File: src/rtl/coder_pkg.sv
// Shared widths and FSM state encoding for the 2<->4 index coder pair.
// Both the decoder and the drain encoder import this package so they agree on widths.
package coder_pkg;

  localparam int CODER_WIDTH = 4;
  localparam int CODER_IDX_W = 2;

  typedef enum logic {
    IDLE  = 1'b0,
    DRAIN = 1'b1
  } state_t;

endpackage

File: src/rtl/coder_4_2_priority.sv
// Combinational find-first-set over WIDTH bits.
// LSB_FIRST selects whether the lowest or the highest set bit wins.
module coder_4_2_priority
  import coder_pkg::*;
#(
  parameter int WIDTH     = CODER_WIDTH,
  parameter int IDX_W     = CODER_IDX_W,
  parameter int LSB_FIRST = 1
) (
  input  logic [WIDTH-1:0] vec,
  output logic [IDX_W-1:0] index,
  output logic             any_set,
  output logic [WIDTH-1:0] one_hot_sel
);

  logic        found;
  int unsigned b;

  always_comb begin
    index       = '0;
    one_hot_sel = '0;
    found       = 1'b0;
    b           = 0;
    any_set     = |vec;
    // Scan in priority order; the first hit is latched through 'found'.
    for (int k = 0; k < WIDTH; k++) begin
      b = (LSB_FIRST != 0) ? k : (WIDTH - 1 - k);
      if (!found && vec[b]) begin
        found          = 1'b1;
        index          = IDX_W'(b);
        one_hot_sel[b] = 1'b1;
      end
    end
  end

endmodule

File: src/rtl/coder_4_2_drain_encoder.sv
// Buffers a request vector and emits the index of each set bit, one beat per
// output handshake, in priority order. A zero vector yields a single empty beat.
module coder_4_2_drain_encoder
  import coder_pkg::*;
#(
  parameter int WIDTH     = CODER_WIDTH,
  parameter int IDX_W     = CODER_IDX_W,
  parameter int LSB_FIRST = 1
) (
  input  logic             clk,
  input  logic             rst,
  input  logic             in_valid,
  output logic             in_ready,
  input  logic [WIDTH-1:0] in_vector,
  output logic             out_valid,
  input  logic             out_ready,
  output logic [IDX_W-1:0] out_index,
  output logic             out_last,
  output logic             out_empty
);

  state_t           state_q, state_d;
  logic [WIDTH-1:0] pend_q, pend_d;

  logic [IDX_W-1:0] sel_index;
  logic             sel_any;
  logic [WIDTH-1:0] sel_one_hot;
  logic [WIDTH-1:0] pend_rest;

  coder_4_2_priority #(
    .WIDTH    (WIDTH),
    .IDX_W    (IDX_W),
    .LSB_FIRST(LSB_FIRST)
  ) u_prio (
    .vec        (pend_q),
    .index      (sel_index),
    .any_set    (sel_any),
    .one_hot_sel(sel_one_hot)
  );

  // Bits still pending once the current beat is taken; zero means this is the last beat.
  assign pend_rest = pend_q & ~sel_one_hot;

  always_comb begin
    in_ready  = (state_q == IDLE);
    out_valid = (state_q == DRAIN);
    out_index = out_valid ? sel_index : '0;
    out_last  = out_valid && (pend_rest == '0);
    out_empty = out_valid && !sel_any;
  end

  always_comb begin
    state_d = state_q;
    pend_d  = pend_q;
    case (state_q)
      IDLE: begin
        if (in_valid) begin
          state_d = DRAIN;
          pend_d  = in_vector;
        end
      end
      DRAIN: begin
        if (out_ready) begin
          pend_d = pend_rest;
          if (out_last) state_d = IDLE;
        end
      end
      default: state_d = IDLE;
    endcase
  end

  always_ff @(posedge clk) begin
    if (rst) begin
      state_q <= IDLE;
      pend_q  <= '0;
    end else begin
      state_q <= state_d;
      pend_q  <= pend_d;
    end
  end

endmodule

File: config.mk
export PLATFORM = sky130hd
export DESIGN_NAME = coder_4_2_drain_encoder
export DESIGN_NICKNAME = d
export VERILOG_FILES = /design/src/rtl/coder_pkg.sv /design/src/rtl/coder_4_2_priority.sv /design/src/rtl/coder_4_2_drain_encoder.sv
export SDC_FILE = /design/constraint.sdc
export NUM_CORES = 1
export LEC_CHECK = 0
export BUFFER_PORTS_ARGS = -buffer_cell sky130_fd_sc_hd__buf_2
export CAP_MARGIN = 15
export CORE_AREA = 2 2 39 41
export CTS_BUF_LIST = sky130_fd_sc_hd__clkbuf_4 sky130_fd_sc_hd__clkbuf_8
export CTS_CLUSTER_DIAMETER = 150
export DETAILED_ROUTE_END_ITERATION = 8
export DIE_AREA = 0 0 41 43
export GPL_ROUTABILITY_DRIVEN = 0
export PLACE_DENSITY = 0.55
export SLEW_MARGIN = 10
export SYNTH_ARGS = -nofsm -noshare
export SYNTH_HDL_FRONTEND = slang
export SYNTH_SLANG_ARGS = --single-unit
File: constraint.sdc
create_clock -name clk -period 2.1 [get_ports clk]
set_input_delay 0.63 -clock clk [delete_from_list [all_inputs] [get_ports clk]]
set_output_delay 0.63 -clock clk [all_outputs]
set_load 0.05 [all_outputs]
-- Word-level counts from Yosys, hierarchy flattened
Index checks and enable logic that the tools add are counted.
W data, S select, Z words.
- bits in registers: 5
- input bits: 8
- output and inout bits: 6
- equality and inequality tests: 2
- multiplexer cells: 17
- bitwise operators: 3
- reduce and logical (&&, ||, !) cells: 12
- operator list (kind ; count):
    $mux W1 ; 10
    $mux W4 ; 2
    $pmux W4 S2 ; 1
    $mux W2 ; 3
    $logic_and A1 B1 Y1 ; 5
    $and A4 B4 Y4 ; 1
    $logic_not A1 Y1 ; 4
    $logic_not A4 Y1 ; 1
    $ne A2 B2 Y1 const B ; 2
    $not A4 Y4 ; 1
    $reduce_or A4 Y1 ; 1
    $pmux W1 S2 ; 1
    $reduce_and A2 Y1 ; 1
    $not A1 Y1 ; 1

-- Logic depth before layout (Yosys ltp)
Gate-level depths: netlist (run 1).
- word-level depth: 17
- mapped depth: 3
- mapped depth without buffers: 3

-- Modules after synthesis
From an unflattened synthesis (run 1), not the netlist that was laid out.
- cell total of the unflattened synthesis: 47
- area total of the unflattened synthesis: 350.3 sq um
- modules (own cells, without submodules) (module ; times used ; cells each ; area an instance (sq um) ; seq. area each (sq um)):
    coder_4_2_drain_encoder ; 1 ; 36 ; 289.0 ; 100.1
    coder_4_2_priority ; 1 ; 11 ; 61.3 ; 0.0

-- Least setup slack after synthesis (run 1)
Ideal clock, no wire load.
- kind: register to output
- from: register state_q (netlist: out_valid)
- to: output out_index[1]
- arrival: 2.737 ns
- required time: 1.470 ns
- path slack: -1.267 ns
- stages on the path, launching flop included: 3
- cells stage by stage: dfxtp_1 inv_1 nor4_1
- word-level cells in the longest chain between the ends: 1
- ends and longest elaborated chain (item ; line ; text):
    start, declared ; coder_4_2_drain_encoder.sv:22 ; state_t state_q, state_d;
    start signal, assigned ; coder_4_2_drain_encoder.sv:77 ; state_q <= state_d;
    $mux W2 ; coder_4_2_drain_encoder.sv:47 ; out_index = out_valid ? sel_index : '0;
    end, declared ; coder_4_2_drain_encoder.sv:17 ; output logic [IDX_W-1:0] out_index,
Every way passes these cells.

-- Worst setup path after layout (run 1)
- from: register pend_q[3]
- to: output out_last
- word-level cells in the longest chain between the ends: 6
- ends and longest elaborated chain (item ; line ; text):
    start, declared ; coder_4_2_drain_encoder.sv:23 ; logic [WIDTH-1:0] pend_q, pend_d;
    start signal, assigned ; coder_4_2_drain_encoder.sv:78 ; pend_q <= pend_d;
    $logic_and A1 B1 Y1 ; coder_4_2_priority.sv:28 ; if (!found && vec[b]) begin
    $mux W1 ; coder_4_2_priority.sv:28 ;
    $not A4 Y4 ; coder_4_2_drain_encoder.sv:42 ; assign pend_rest = pend_q & ~sel_one_hot;
    $and A4 B4 Y4 (*) ; coder_4_2_drain_encoder.sv:42 ;
    $logic_not A4 Y1 (*) ; coder_4_2_drain_encoder.sv:48 ; out_last = out_valid && (pend_rest == '0);
    $logic_and A1 B1 Y1 (*) ; coder_4_2_drain_encoder.sv:48 ;
    end, declared ; coder_4_2_drain_encoder.sv:18 ; output logic out_last,
Every way passes the cells marked *; elsewhere a longest branch is shown, timed or not.

==> qor.txt, run 1 <==
Routed vias/inst -> 4.70
Synth Instances -> 35
PD cells -> 785 nW/um^2
Number of buffers created by CTS -> 3
Drt wl/cell -> 10.1 um
Leak Pwr -> 0.184 nW
Number of port buffers -> 13
Largest net degree at the start of global routing -> 10
Worst setup EP type -> output pin
Critical Path Start Type -> flip-flop
Final core occ -> 33.7%
Row cnt -> 14
CTS Hold Bufs -> 0
CP arrival -> 1.42 ns
Max_cap viols -> 0
Post-synth cell types -> 20
DRC errors left -> 0
Synth Area per Inst -> 8.11 um^2
Main combinational cell family by area after synthesis -> simple AND/OR/NAND/NOR gates
Pre-CTS setup slack -> 0.182 ns
Slowest cell on crit path -> or4b_4
Yosys top cell by area -> dfxtp_1
Crit path cell chain -> or4b_4 > o31ai_4 > buf_6
Peak VDD IR -> 349 uV
Warnings, synthesis -> 0
Hpwl dp -> 558 um
Synth Area in Adders -> 3.52%
Layout Skew -> 0.00422 ns
Placed cell count -> 65
Yosys top cell area share -> 35.2%
WP buf/inv -> 1
Max FO, Critical Path -> 6
Layout Cells excl Fill -> 69
GRT Overall Usage -> 10.0%
Critical Path RT -> 1.47 ns
Class of the worst hold path -> flip-flop to flip-flop
Antenna-violating nets left -> 0
Tot Pwr -> 0.366 mW
Setup Viol. Count Final -> 0
Nets -> 62
Worst Setup Path Type -> flip-flop to output pin
TritonCTS clock tree -> built
Routed WL -> 698 um
Critical path's top delay family -> simple AND/OR/NAND/NOR gates
First-pass GRT wire length -> 1150 um
Top cells by area, synth -> dfxtp_1 (35%), nand2b_1 (6.6%), nor2_1 (6.6%)
Ratio of cells with drive above 1 in the final layout -> 50.9%
Chip height -> 43 um
Post-synth EDFFs -> 0
Most used DFF post-synth -> dfxtp_1
Max incr delay on CP -> 0.56 ns
RSZ-0062 raised after global routing -> yes
Complex-gate fraction of the synthesized area -> 25.1%
Synth-to-Final Area Change -> 64.3%
Syn_nets -> 43
Synthesized area -> 284 um^2
H-tree depth -> 1
Min cycle time layout -> 2.05 ns
Total congestion overflow -> 0
Clock-pin slew on the worst setup and hold paths -> 0.05 ns
Synth Area in XOR/XNOR -> 0%
Mux contribution to synthesized area -> 0%
Clk sink count -> 5
Slew HR -> 75.4%
FF+latch count, synth -> 5
Asr flop ratio synth -> 0%
Final worst slack -> 0.0478 ns
Status -> complete, no violations
Initial antenna violation count -> 0
Chip width -> 41 um
Latest clock arrival within the worst-skew pair -> 0.24 ns
Seq/Total Area, Yosys -> 35.2%
Fmax -> 0.487 GHz
Floorplan Core Area -> 1380 um^2
Worst Tran Pin Value -> 0.369 ns
Area of the die -> 1760 um^2
Initial DRC count -> 3
Synth top cells by count -> dfxtp_1 (5), nor2_1 (5), a21oi_1 (3), nand2b_1 (3)
Fin. Hold Viols -> 0
Setup tns final -> 0 ns
Simple-gate share of the synthesized area -> 33.5%
Total number of vias -> 324
Router iterations before antenna repair -> 2
I/O Pins -> 14
Vias in the first global route -> 284
Final slew viol count -> 0
Clock Path Buffers -> 2
Clock root cell -> clkbuf_4
Ant diodes -> 0
Crit share post-route -> 97.7%
Initial Utilization -> 20.5%
path summary, 6_finish.rpt:
path                                from                endpoint  slack, ns  depth (start not counted)
setup / recovery  pend_q[3]$_SDFFE_PP0P_                out_last       0.05                          3
hold / removal    pend_q[2]$_SDFFE_PP0P_  pend_q[2]$_SDFFE_PP0P_       0.54                          2
setup reg to reg  pend_q[3]$_SDFFE_PP0P_    out_valid$_SDFF_PP0_       0.89                          3
hold reg to reg   pend_q[2]$_SDFFE_PP0P_  pend_q[2]$_SDFFE_PP0P_       0.54                          2
cell families (layout without fill, tap and decap cells):
| group | Yosys count | count (layout) |
|---|---|---|
| AND/OR/NAND/NOR | 17 | 17 |
| AO/OA/AOI/OAI | 10 | 10 |
| flip-flops | 5 | 5 |
| buffers and inverters | 2 | 20 |
| adder cells (fa/ha/maj) | 1 | 1 |
cells in the final DEF, fill, tap and decap left out, types with 2 or more instances in the layout:
cell / synthesis / layout
buf_6: 0 / 2
dfxtp_2: 0 / 2
dfxtp_1: 5 / 2
a21oi_1: 3 / 3
nand2_1: 2 / 2
clkbuf_4: 0 / 4
nand2b_1: 3 / 3
buf_2: 0 / 11
nor2_1: 5 / 4
power by group:
group | switching, mW | leakage (nW) | internal (mW)
clock network | 0.0405 | 0.0184 | 0.0848
logic | 0.0773 | 0.123 | 0.0446
registers | 0.0146 | 0.0425 | 0.105
total | 0.132 | 0.184 | 0.234
per-stage QoR:
stage,area (um^2),hold WS (ns)
after global routing,467,0.576
after detailed placement,422,0.574
final,467,0.543
after global placement,422,0.570
after floorplan,329,0.531
after CTS,460,0.582
sequential cells by signal, summed over array words and instances (netlist names):
register,count
out_valid,1
pend_q,4
worst reg2reg max path, stage by stage (launching register included):
cell	delay [ns]
dfxtp_2	0.34
or4b_4	0.56
o31ai_4	0.09
a211oi_1	0.10
per-layer routing:
metal | vias to the layer above | GRT usage (%) | routed length [um]
li1 | 171 | - | -
met1 | 140 | 12.5 | 351
met2 | 11 | 12.5 | 298
met3 | 2 | 3.14 | 38
met4 | 0 | 10.0 | 10
met5 | - | 0 | 0
area by class of cell:
class	count	area [um^2]
multi-input combinational	28	214
fill	166	917
tap	16	20.0
clock buffer	4	30.0
inverter	2	11.3
timing repair buffer	14	85.1
sequential	5	106
what timing repair did:
| item | CTS | global route |
|---|---|---|
| buffers inserted | 0 | 0 |
| resized for setup | 3 | 3 |
| endpoints found under the setup margin | 2 | 2 |
| cloned | 0 | 0 |
| endpoints found under the hold margin | 0 | 0 |
| pin swaps | 0 | 1 |
Power figures use the tool's default switching activity.
==> run 2, diff against run 1 <==
CTS_CLUSTER_DIAMETER = 40   (was 150)
RECOVER_POWER = 50   (was not set)
==> qor.txt, run 2 (synthesized netlist as in run 1, its figures left out) <==
Tot Pwr -> 0.366 mW
Ratio of cells with drive above 1 in the final layout -> 49.1%
Initial DRC count -> 3
Clock-pin slew on the worst setup and hold paths -> 0.05 ns
Drt wl/cell -> 10.1 um
Worst Tran Pin Value -> 0.369 ns
GRT Overall Usage -> 10.0%
Layout Skew -> 0.00421 ns
Slowest cell on crit path -> or4b_4
Largest net degree at the start of global routing -> 10
Total number of vias -> 324
Min cycle time layout -> 2.05 ns
Critical Path RT -> 1.47 ns
Final slew viol count -> 0
Clk sink count -> 5
H-tree depth -> 1
Crit share post-route -> 97.7%
Initial Utilization -> 20.5%
Max incr delay on CP -> 0.56 ns
Latest clock arrival within the worst-skew pair -> 0.24 ns
Final core occ -> 33.6%
Crit path cell chain -> or4b_4 > o31ai_4 > buf_6
Max_cap viols -> 0
Clock root cell -> clkbuf_4
Fin. Hold Viols -> 0
Slew HR -> 75.4%
Hold_ws -> 0.543 ns
I/O Pins -> 14
Number of port buffers -> 13
Largest register by flop count -> pend_q
Vias in the first global route -> 284
PD cells -> 786 nW/um^2
CP arrival -> 1.42 ns
Setup bufs post-CTS -> 0
Multi-input combinational cell area -> 214 um^2
Class of the worst hold path -> flip-flop to flip-flop
Router iterations before antenna repair -> 2
Ant diodes -> 0
Hpwl dp -> 558 um
DRC errors left -> 0
Peak VDD IR -> 349 uV
Antenna-violating nets left -> 0
First-pass GRT wire length -> 1150 um
Filler instances -> 167
TritonCTS clock tree -> built
Flip-flop and latch area -> 106 um^2
Initial antenna violation count -> 0
Routed vias/inst -> 4.70
Fmax -> 0.487 GHz
Most frequent cells in the layout -> buf_2 (10), nor2_1 (4), clkbuf_4 (4)
Routed WL -> 696 um
Total congestion overflow -> 0
Max FO, Critical Path -> 6
Synth-to-Final Area Change -> 63.9%
Setup tns final -> 0 ns
Floorplan Core Area -> 1380 um^2
Chip height -> 43 um
Status -> complete, no violations
Max reg flops -> 4
Area of the die -> 1760 um^2
RSZ-0062 raised after global routing -> yes
Commonest non-fill, non-tap cell in the layout -> buf_2
Worst Setup Path Type -> flip-flop to output pin
Worst setup EP type -> output pin
Row cnt -> 14
Chip width -> 41 um
Critical Path Start Type -> flip-flop
Setup Viol. Count Final -> 0
Leak Pwr -> 0.181 nW
Clock Path Buffers -> 2
Nets -> 62
Number of buffers created by CTS -> 3
[run 2: cell count changes in the layout (fill, tap and decap cells not counted), sizes merged]
| cell | previous run | this run |
|---|---|---|
| clkbuf | 4 | 5 |
| buf | 14 | 13 |
[run 2: power by group]
part           leakage (nW)  switching (mW)  internal [mW]
logic                 0.120          0.0773         0.0444
clock network        0.0184          0.0405         0.0848
registers            0.0425          0.0146          0.105
total                 0.181           0.132          0.234
[run 2: final cells by class]
type / count / area share (%)
Inverter: 2 / 2.42
Tap cell: 16 / 4.30
Clock buffer: 4 / 6.45
Timing Repair Buffer: 14 / 18.0
Sequential cell: 5 / 22.8
Multi-Input combinational cell: 28 / 46.0
[run 2: stage by stage]
| stage | setup WS (ns) | cells | instance area, um^2 |
|---|---|---|---|
| after floorplan | -0.00000822 | 35 | 329 |
| after global placement | 0.201 | 65 | 422 |
| after detailed placement | 0.182 | 65 | 422 |
| after CTS | 0.00488 | 69 | 460 |
| after global routing | -0.00571 | 69 | 465 |
| final | 0.0478 | 69 | 465 |
[run 2: path summary, 6_finish.rpt]
check / cells after the start / startpoint / to / slack (ns)
setup / recovery: 3 / pend_q[3]$_SDFFE_PP0P_ / out_last / 0.05
setup reg to reg: 3 / pend_q[3]$_SDFFE_PP0P_ / out_valid$_SDFF_PP0_ / 0.89
hold / removal: 2 / pend_q[2]$_SDFFE_PP0P_ / pend_q[2]$_SDFFE_PP0P_ / 0.54
hold reg to reg: 2 / pend_q[2]$_SDFFE_PP0P_ / pend_q[2]$_SDFFE_PP0P_ / 0.54
[run 2: repair_timing]
item	CTS	global route
pin swaps	0	1
gates resized for setup	3	3
hold buffers	0	0
gates cloned	0	0
setup endpoints to repair	2	2
[run 2: routing by layer]
layer | wire length (um) | up-vias | GRT usage (%)
met3 | 38 | 2 | 3.14
met2 | 300 | 11 | 12.5
met1 | 347 | 140 | 12.5
met5 | 0 | - | 0
met4 | 10 | 0 | 10.0
li1 | - | 171 | -
[run 2: worst max-delay path: cells and delay by family (launching register included)]
family,cells,cell delay [ns]
flops,1,0.34
compound gates,1,0.09
buf+inv,1,0.19
simple gates,1,0.56
